<file path="config.mk">
export PLATFORM = sky130hd
export DESIGN_NAME = nibble_serial_add_ctrl
export DESIGN_NICKNAME = d
export VERILOG_FILES = /design/src/rtl/nibble_add_pkg.sv /design/src/rtl/fulladd4bit.sv /design/src/rtl/nibble_serial_add_ctrl.sv
export SDC_FILE = /design/constraint.sdc
export NUM_CORES = 1
export LEC_CHECK = 0
export ABC_AREA = 0
export ABC_CLOCK_PERIOD_IN_PS = 3150
export CELL_PAD_IN_SITES_DETAIL_PLACEMENT = 0
export CELL_PAD_IN_SITES_GLOBAL_PLACEMENT = 1
export CORE_ASPECT_RATIO = 1.75
export CORE_UTILIZATION = 36
export DETAILED_ROUTE_END_ITERATION = 6
export HOLD_SLACK_MARGIN = 0.03
export PLACE_DENSITY = 0.78
export SLEW_MARGIN = 20
export SYNTH_ARGS = -nofsm -noshare
export SYNTH_HDL_FRONTEND = slang
export SYNTH_SLANG_ARGS = --single-unit
</file>
<file path="constraint.sdc">
create_clock -name clk_in -period 3.15 [get_ports clk_in]
set_input_delay 0.4725 -clock clk_in [delete_from_list [all_inputs] [get_ports clk_in]]
set_output_delay 0.4725 -clock clk_in [all_outputs]
set_load 0.03 [all_outputs]
</file>
<file path="src/rtl/nibble_add_pkg.sv">
// Shared types for the nibble-serial adder: FSM states and slice width.
package nibble_add_pkg;

    localparam int NIBBLE_W = 4;

    typedef enum logic [1:0] {
        IDLE = 2'd0,
        RUN  = 2'd1,
        DONE = 2'd2
    } state_t;

    // Index width for a given slice count, never narrower than one bit.
    function automatic int idx_width(input int nibbles);
        return (nibbles > 1) ? $clog2(nibbles) : 1;
    endfunction

endpackage

</file>
<file path="src/rtl/fulladd4bit.sv">
// Purpose: 4-bit ripple adder slice with carry in/out.
// Latency: combinational. Backpressure: none.
// Flow: pure function of its inputs, no handshake.
module fulladd4bit (
    input  logic [3:0] A_in,
    input  logic [3:0] B_in,
    input  logic       C_in,
    output logic       C_out,
    output logic [3:0] S_out
);

    assign {C_out, S_out} = {1'b0, A_in} + {1'b0, B_in} + {4'b0000, C_in};

endmodule

</file>
<file path="src/rtl/nibble_serial_add_ctrl.sv">
// Purpose: W-bit add (or A-B when built with SUB_MODE_EN) through one shared 4-bit slice, LSB nibble first.
// Latency: start accepted at edge k, done_out pulses in the cycle after edge k+NIBBLES.
// Backpressure: none; start_in is only sampled in IDLE and is dropped (not queued) while busy.
module nibble_serial_add_ctrl
    import nibble_add_pkg::*;
#(
    parameter int NIBBLES = 4
) (
    input  logic                         clk_in,
    input  logic                         rst_in,
    input  logic                         start_in,
`ifdef SUB_MODE_EN
    input  logic                         sub_in,
`endif
    input  logic [NIBBLE_W*NIBBLES-1:0]  A_in,
    input  logic [NIBBLE_W*NIBBLES-1:0]  B_in,
    input  logic                         C_in,
    output logic                         busy_out,
    output logic                         done_out,
    output logic [NIBBLE_W*NIBBLES-1:0]  S_out,
    output logic                         C_out,
    output logic                         ovf_out
);

    localparam int IDX_W = idx_width(NIBBLES);

    state_t state, state_nxt;

    logic [NIBBLES-1:0][NIBBLE_W-1:0] a_q;
    logic [NIBBLES-1:0][NIBBLE_W-1:0] b_q;
    logic [NIBBLES-1:0][NIBBLE_W-1:0] s_q;
    logic [IDX_W-1:0]                 idx;
    logic                             carry;
    logic                             c_q;
    logic                             ovf_q;

    logic [NIBBLE_W-1:0] slice_s;
    logic                slice_c;
    logic                last;
    logic                msb_cin;

    fulladd4bit u_slice (
        .A_in  (a_q[idx]),
        .B_in  (b_q[idx]),
        .C_in  (carry),
        .C_out (slice_c),
        .S_out (slice_s)
    );

    assign last = (idx == IDX_W'(NIBBLES - 1));
    // Carry into the top bit recovered from the sum bit: s3 = a3 ^ b3 ^ cin3.
    assign msb_cin = a_q[idx][NIBBLE_W-1] ^ b_q[idx][NIBBLE_W-1] ^ slice_s[NIBBLE_W-1];

    always_ff @(posedge clk_in) begin
        if (rst_in) begin
            state <= IDLE;
            a_q   <= '0;
            b_q   <= '0;
            s_q   <= '0;
            idx   <= '0;
            carry <= 1'b0;
            c_q   <= 1'b0;
            ovf_q <= 1'b0;
        end else begin
            state <= state_nxt;
            case (state)
                IDLE: begin
                    if (start_in) begin
                        a_q <= A_in;
                        idx <= '0;
`ifdef SUB_MODE_EN
                        b_q   <= sub_in ? ~B_in : B_in;
                        carry <= sub_in | C_in;
`else
                        b_q   <= B_in;
                        carry <= C_in;
`endif
                    end
                end
                RUN: begin
                    s_q[idx] <= slice_s;
                    carry    <= slice_c;
                    if (last) begin
                        idx   <= '0;
                        c_q   <= slice_c;
                        ovf_q <= msb_cin ^ slice_c;
                    end else begin
                        idx <= idx + 1'b1;
                    end
                end
                default: ;
            endcase
        end
    end

    always_comb begin
        state_nxt = state;
        busy_out  = 1'b0;
        done_out  = 1'b0;
        case (state)
            IDLE: if (start_in) state_nxt = RUN;
            RUN: begin
                busy_out = 1'b1;
                if (last) state_nxt = DONE;
            end
            DONE: begin
                done_out  = 1'b1;
                state_nxt = IDLE;
            end
            default: state_nxt = IDLE;
        endcase
    end

    assign S_out   = s_q;
    assign C_out   = c_q;
    assign ovf_out = ovf_q;

endmodule

</file>
* Word-level counts from Yosys, hierarchy flattened
Cells that the tools add are included.
Word-level totals: flip-flop bits (word level) 55, output and inout bits 20, bits of input ports 36
Cells by class: reduce and logical (&&, ||, !) cells 7, add/sub/neg operators 3, eq/ne operators 5, bitwise gates (word level) 3, muxes and demuxes 17, order comparisons 2
Operators by type and width (count):
- 4-bit binary-select mux with 2-bit select | 2
- 16-bit bitwise mux | 1
- 4-bit two-way mux | 3
- 4-bit demux with 2-bit select | 1
- 2-bit two-way mux | 4
- 2-bit one-hot mux with 2 select lines | 2
- 2-bit AND reduction | 4
- 4-bit by 4-bit adder with 5-bit output | 1
- 5-bit by 1-bit adder with 5-bit output | 1
- 2-bit equality test (second input constant) | 2
- 2-bit != test (second input constant) | 2
- 2-bit by 3-bit < comparator with 1-bit output (second input constant) | 1
- 1-bit two-way mux | 3
- 1-bit XOR | 3
- 2-bit by 1-bit adder with 2-bit output (second input constant) | 1
- 2-bit by 1-bit equality test with 1-bit output (second input constant) | 1
- 2-bit by 1-bit >= comparator with 1-bit output (second input constant) | 1
- 2-bit zero test | 1
- 1-bit one-hot mux with 2 select lines | 1
- 2-bit nonzero test | 1
- 1-bit logical AND | 1

* Logic depth before layout (Yosys ltp)
Gate-level depths: netlist of the first run.
depth after elaboration 6, gate-level depth with buffers 10, gate-level depth less buffers 9

* Modules after synthesis
From an unflattened synthesis of the first run, not the netlist that was laid out.
Second synthesis, totals: cells, all modules 270, area total of the unflattened synthesis 2393.5 um^2
By module, submodules not included:
- nibble_serial_add_ctrl | cells each 254, area an instance 2249.7 um^2, instances 1
- fulladd4bit | cells each 16, area an instance 143.9 um^2, instances 1

* Worst setup path before layout of the first run
No wires, ideal clock.
path kind flip-flop to flip-flop, from reg idx[1], to reg ovf_q (netlist: ovf_out), cell stages (with the launch flop) 11, setup slack 0.639 ns, arrival time 2.425 ns, path buffers 1, clock period less this slack 2.511 ns, setup time 0.086 ns, cells stage by stage dfxtp_1 buf_2 mux4_2 inv_1 fa_1 inv_1 fa_1 a21o_1 a21oi_1 xor2_1 a211oi_1
On the way: longest elaborated chain between the ends 6, elaborated cells between the ends (all ways) 11, those cells by class add/sub (2); eq/ne (1); mux (4); bitwise (3); reduce/logical (1)
Ends and longest elaborated chain:
- start: declaration | line nibble_serial_add_ctrl.sv:32 | logic [IDX_W-1:0] idx;
- start signal: assignment | line nibble_serial_add_ctrl.sv:88 | idx <= idx + 1'b1;
- 4-bit binary-select mux with 2-bit select, on equally long branches | line nibble_serial_add_ctrl.sv:43, nibble_serial_add_ctrl.sv:52, nibble_serial_add_ctrl.sv:44
- 4-bit two-way mux, on equally long branches | line nibble_serial_add_ctrl.sv:43, nibble_serial_add_ctrl.sv:52, nibble_serial_add_ctrl.sv:44
- 4-bit by 4-bit adder with 5-bit output | line fulladd4bit.sv:12 | assign {C_out, S_out} = {1'b0, A_in} + {1'b0, B_in} + {4'b0000, C_in};
- 5-bit by 1-bit adder with 5-bit output | line fulladd4bit.sv:12
- 1-bit XOR | line nibble_serial_add_ctrl.sv:52 | assign msb_cin = a_q[idx][NIBBLE_W-1] ^ b_q[idx][NIBBLE_W-1] ^ slice_s[NIBBLE_W-1];
- 1-bit XOR | line nibble_serial_add_ctrl.sv:86 | ovf_q <= msb_cin ^ slice_c;
- end signal: assignment | line nibble_serial_add_ctrl.sv:86
- end: declaration | line nibble_serial_add_ctrl.sv:35 | logic ovf_q;
Several ways; a longest one is shown, not always the timed one. The select of a mux whose other input is x is not followed. A chain may end at the register's enable or synchronous reset.

* Worst setup path in the final report of the first run
from reg idx[0], to reg ovf_q (netlist: ovf_out)
Same word-level chain as after synthesis.

==> flow_summary.ini, run 1 <==
[worst_setup_path]
endpoint = ovf_out$_SDFFE_PP0P_
startpoint_type = flip-flop
r2r_slack_ns = 0.67
r2r_start = idx[0]$_SDFFE_PP0P_
endpoint_kind = flip-flop
crit_type = reg -> reg
max_stage_delay_ns = 0.57
worst_ep_arrival_time_ns = 2.71
path_cells = buf_4, mux4_2, fa_1, a21o_1, a21oi_1, xor2_1, a211oi_1
crit_cells = 7
critPathTopFamily = compound AO/OA/AOI/OAI gates
cp-startpoint = idx[0]$_SDFFE_PP0P_
rr_worst_depth = 7
worst-path-buf-inv = 1
r2r-end = ovf_out$_SDFFE_PP0P_
crit_required_ns = 3.38
cp_max_fo = 12
cp_slowest_cell = mux4_2

[synth]
ys_types = 30
seq_area_frac_synth = 0.4639
ys_ff_latch = 55
synthFlopType = dfxtp_1
synth_area_leaders = dfxtp_1, nand2_1, a21oi_1
syn-instance-count = 273
ys_async_sr_fraction = 0
syn_area_mm2 = 0.002374
synth_top_area_frac = 0.4639
syn_area_per_cell_um2 = 8.694
yosysWarnings = 0
synth_top_cell_by_area = dfxtp_1
synth_edf_count = 0
synth_fp_nets = 318

[placement]
gp_congestion = 0.7533
port_buffers = 55
hpwl_mm = 3.928
post-place-ws_ns = 0.6825

[timing]
setup_viol = 0
max_freq_mhz = 404.0
grt_setup_unrepaired = false
fin_crit_sh = 0.7858
worst_slew_pin_slew_ns = 1.033
final.setup.tns_ns = 0
hold_violations = 0
fin_crit_ns = 2.475
finClkSkew_ns = 0.01227
setup_ws_ns = 0.6747
slew_headroom = 0.3113
report.final.slew_viol_count = 0

[cts]
cts_resized = 0
postCtsSetupBuffers = 0
clock_latency_ns = 0.32
cts_htree_levels = 2
cts_root_buf = clkbuf_8
cts_buffers = 5
cts_hold_buf = 0
cts.sinks = 55
clk_pin_slew_ns = 0.11
cts_buffer_depth = 2
cts_tree = built

[die]
die_h_um = 109.4
io_pins = 56
dieArea_mm2 = 0.006935
core_mm2 = 0.006276
initial_utilization = 0.3782
rows = 38
die_x_um = 63.38

[route]
drt-initial-drc-count = 73
wirelength_mm = 5.188
drtPass1Iterations = 4
wl_per_cell_um = 13.00
viasPerCell = 4.724
dr_total_vias = 1885
drc_errors = 0
ant_nets = 0

[global_routing]
grt_pass1_vias = 1830
grtUsageTotal = 0.1638
grt_pass1_wl_mm = 8.659
grt-ovfl-total = 0
grt_max_degree = 56
antenna_found_initial = 0

[run_status]
outcome = finished, final reports clean

[layout]
fillers = 656
final_common_cell = nand2_1
mostFrequentLayoutCells = nand2_1, dfxtp_1, clkdlybuf4s50_1
antenna_cells = 0
syn_to_final_growth_pct = 28.15
drive_gt1_frac = 0.08150
finalNetCount = 363

[pwr]
cellPowerDensity_mw_per_mm2 = 457.9
leakage_nw = 1.100
vdd_drop_max_mv = 0.2743

[run]
cap_violations = 0

[hold_path]
hold_class = reg -> reg
[area by class of cell]
type,instances,area (µm²),share of cell area
Inverter,7,26.28,0.008638
Sequential cell,55,1101,0.3620
Tap cell,80,100.1,0.03291
Timing Repair Buffer,58,568.0,0.1868
Clock inverter,2,16.27,0.005348
Clock buffer,6,82.58,0.02715
Multi-Input combinational cell,191,1147,0.3772
[sequential cells by signal (all words and copies together) (netlist names)]
| signal | count |
|---|---|
| idx | 2 |
| carry | 1 |
| state | 2 |
| b_q | 16 |
| ovf_out | 1 |
| S_out | 16 |
| C_out | 1 |
| a_q | 16 |
[synthesized netlist by cell type (2+ instances only)]
cell type   n
nand2_1    82
dfxtp_1    55
a21oi_1    44
nor2_1     14
buf_2      12
a211oi_1    9
mux4_2      8
ha_1        7
inv_1       6
nand3b_1    6
and2_1      4
clkbuf_1    4
a211oi_2    2
buf_1       2
fa_1        2
nand2b_1    2
[per-stage QoR]
step	total power [W]	util	area (µm²)	hold slack (ns)	std cells
2_1_floorplan	0.0009099	-	2374	0.4331	273
6_report	0.001393	0.4846	3042	0.4584	399
5_1_grt	0.001466	0.4846	3042	0.4743	399
3_5_place_dp	0.001001	0.4689	2943	0.4472	391
4_1_cts	0.001410	0.4846	3042	0.4610	399
3_3_place_gp	0.0009981	0.4689	2943	0.4412	391
[cells by family after synthesis]
kind of cell | share of synthesized area
AO/OA/AOI/OAI | 0.1407
XOR/XNOR | 0.007381
adder cells (fa/ha/maj) | 0.05377
buffers and inverters | 0.05377
flip-flops | 0.4639
multiplexers | 0.08065
AND/OR/NAND/NOR | 0.1998
[worst min-delay path: stages, from the launching register on]
cell,delay [ns]
dfxtp_1,0.32
nand2_1,0.05
a21oi_1,0.05
[per-layer routing]
metal | share of wire | vias up | track usage
li1 | - | 995 | -
met1 | 0.40 | 844 | 0.1757
met2 | 0.55 | 40 | 0.3116
met3 | 0.026 | 6 | 0.02905
met4 | 0.017 | 0 | 0.06331
met5 | 0 | - | 0
[worst min path at each step]
| stage | slack, ns | start | cells after the start | endpoint |
|---|---|---|---|---|
| 2_1_floorplan | 0.43 | a_q[11]$_SDFFE_PP0P_ | 2 | a_q[11]$_SDFFE_PP0P_ |
| 3_3_place_gp | 0.44 | b_q[14]$_SDFFE_PP0P_ | 2 | b_q[14]$_SDFFE_PP0P_ |
| 3_5_place_dp | 0.45 | b_q[14]$_SDFFE_PP0P_ | 2 | b_q[14]$_SDFFE_PP0P_ |
| 4_1_cts | 0.46 | b_q[9]$_SDFFE_PP0P_ | 2 | b_q[9]$_SDFFE_PP0P_ |
| 5_1_grt | 0.47 | a_q[15]$_SDFFE_PP0P_ | 2 | a_q[15]$_SDFFE_PP0P_ |
| 6_report | 0.46 | S_out[1]$_SDFFE_PP0P_ | 2 | S_out[1]$_SDFFE_PP0P_ |
[where the power goes]
part | switching (W) | internal, W | total [W]
registers | 0.0000193 | 0.000730 | 0.000749
logic | 0.000121 | 0.000109 | 0.000230
clock network | 0.000234 | 0.000180 | 0.000413
(Power assumes the default switching activity.)
==> inputs of run 2 (changes only) <==
- ABC_CLOCK_PERIOD_IN_PS: 3150 -> 2200
- CORE_UTILIZATION: 36 -> 33
- PLACE_DENSITY: 0.78 -> 0.75
- clock period: 3.15 -> 2.2 ns (I/O delays scaled with it)
==> run 2 against run 1 <==
  * The run now ends with setup timing left
  * Global-route usage fell by 0.23 points
  * Largest cell class unchanged
  * Clock-buffer cell count did not move
  * Via count rose by 5.6%
  * Worst hold slack got worse by 0.0047 ns
  * Register-to-register slack got worse by 0.73 ns
  * Total power rose by 58%
  * Wire length rose by 4.7%
  * Sequential power rose by 43%
  * Non-clock buffer count rose by 13
  * Setup slack got worse by 0.73 ns
  * Clock power rose by 87%
  * Final cell count rose by 4.0%
==> flow_summary.ini, run 2 (synthesis gave the netlist of run 1 again) <==
[global_routing]
grtUsageTotal = 0.1615
antenna_found_initial = 0
grt_max_degree = 34
grt_pass1_vias = 2034
grt-ovfl-total = 0
grt_pass1_wl_mm = 9.177

[cts]
cts.sinks = 55
clk_pin_slew_ns = 0.06
cts_htree_levels = 2
cts_buffer_depth = 2
clock_latency_ns = 0.29
cts_tree = built
cts_root_buf = clkbuf_16
cts_hold_buf = 0
cts_buffers = 5

[worst_setup_path]
endpoint_kind = flip-flop
startpoint_type = flip-flop
r2r-end = ovf_out$_SDFFE_PP0P_
rr_worst_depth = 9
max_stage_delay_ns = 0.51
cp_slowest_cell = mux4_2
crit_cells = 9
r2r_slack_ns = -0.06
critPathTopFamily = adder cells
cp_max_fo = 5
r2r_start = idx[1]$_SDFFE_PP0P_
worst-path-buf-inv = 2
crit_type = reg -> reg
crit_required_ns = 2.36
endpoint = ovf_out$_SDFFE_PP0P_
path_cells = mux4_2, inv_2, fa_2, inv_2, fa_2, a21o_1, a21oi_2, xor2_1, a211oi_1
cp-startpoint = idx[1]$_SDFFE_PP0P_
worst_ep_arrival_time_ns = 2.42

[layout]
mostFrequentLayoutCells = nand2_1, clkdlybuf4s50_1, dfxtp_1
drive_gt1_frac = 0.1480
antenna_cells = 0
syn_to_final_growth_pct = 35.53
finalNetCount = 376
regArea_mm2 = 0.001109
fillers = 711
multi_input_area_mm2 = 0.001167
final_common_cell = nand2_1

[hold_path]
hold_class = reg -> reg

[pwr]
cellPowerDensity_mw_per_mm2 = 684.7
totalPowerFinal_w = 0.002203
vdd_drop_max_mv = 0.3882
leakage_nw = 1.191

[run_status]
violations = setup timing
outcome = complete, but fails checks

[timing]
fin_crit_sh = 1.027
hold_violations = 0
grt_setup_unrepaired = true
worst_slew_pin_slew_ns = 0.4173
setup_viol = 3
max_freq_mhz = 442.7
setup_ws_ns = -0.05902
fin_crit_ns = 2.259
whs_ns = 0.4537
slew_headroom = 0.7218
finClkSkew_ns = 0.006599
report.final.slew_viol_count = 0
final.setup.tns_ns = -0.06864

[placement]
port_buffers = 55
hpwl_mm = 4.178
gp_congestion = 0.7657

[die]
core_mm2 = 0.006907
rows = 40
die_x_um = 66.11
die_h_um = 114.2
initial_utilization = 0.3437
dieArea_mm2 = 0.007549
io_pins = 56

[route]
ant_nets = 0
wl_per_cell_um = 13.09
wirelength_mm = 5.434
drtPass1Iterations = 4
viasPerCell = 4.795
drc_errors = 0
drt-initial-drc-count = 90
dr_total_vias = 1990

[run]
cap_violations = 0
==> run 2: where the power goes <==
| part | internal [W] | total [W] | switching [W] |
|---|---|---|---|
| Clock | 0.000445 | 0.000771 | 0.000327 |
| Sequential | 0.00104 | 0.00107 | 0.0000289 |
| Combinational | 0.000177 | 0.000358 | 0.000181 |
| Total | 0.00167 | 0.00220 | 0.000537 |
==> run 2: how the worst min path moves through the flow <==
stage                           from                    end  slack (ns)  depth (start not counted)
2_1_floorplan   a_q[11]$_SDFFE_PP0P_   a_q[11]$_SDFFE_PP0P_        0.43                          2
5_1_grt        S_out[5]$_SDFFE_PP0P_  S_out[5]$_SDFFE_PP0P_        0.48                          2
6_report       S_out[5]$_SDFFE_PP0P_  S_out[5]$_SDFFE_PP0P_        0.45                          2
3_3_place_gp     a_q[3]$_SDFFE_PP0P_    a_q[3]$_SDFFE_PP0P_        0.44                          2
4_1_cts          b_q[9]$_SDFFE_PP0P_    b_q[9]$_SDFFE_PP0P_        0.46                          2
3_5_place_dp     b_q[9]$_SDFFE_PP0P_    b_q[9]$_SDFFE_PP0P_        0.45                          2
==> run 2: per-stage QoR <==
| step | cells | util | instance area, µm² | worst slack (ns) |
|---|---|---|---|---|
| 6_report | 415 | 0.4658 | 3217 | -0.05902 |
| 5_1_grt | 415 | 0.4658 | 3217 | -0.1641 |
| 4_1_cts | 413 | 0.4616 | 3188 | -0.04495 |
| 3_5_place_dp | 405 | 0.4388 | 3030 | -0.1498 |
| 3_3_place_gp | 405 | 0.4388 | 3030 | -0.06783 |
| 2_1_floorplan | 273 | - | 2390 | -0.04818 |
==> run 2: per-layer routing <==
metal  routed length [µm]  global-route usage  part of all wire  up-vias
met4                  181             0.08511             0.033        0
met1                 2146              0.1700              0.39      905
met3                  155             0.03088             0.029       13
met5                    0                   0                 0        -
li1                     -                   -                 -     1026
met2                 2950              0.2932              0.54       46
==> run 2: tightest hold or removal path, stage by stage (launching register included) <==
cell     delay (ns)
dfxtp_1        0.31
nand2_1        0.05
a21oi_1        0.05
==> run 2: final cells by class <==
cell class | instances | area share
clock inverter | 1 | 0.001556
tap | 84 | 0.03267
sequential | 55 | 0.3446
multi-input combinational | 191 | 0.3629
clock buffer | 6 | 0.04317
timing repair buffer | 71 | 0.2069
inverter | 7 | 0.008168
==> run 2: what timing repair did <==
| item | in CTS | in global routing |
|---|---|---|
| resized for setup | 4 | 6 |
| setup endpoints to repair | 9 | 11 |
| pin swaps | 0 | 2 |
| buffers inserted | 1 | 2 |
==> inputs of run 3 (changes only) <==
- SLEW_MARGIN: 20 -> default
==> results of run 3 <==
Final layout, timing and power as in run 2 (identical DEF).
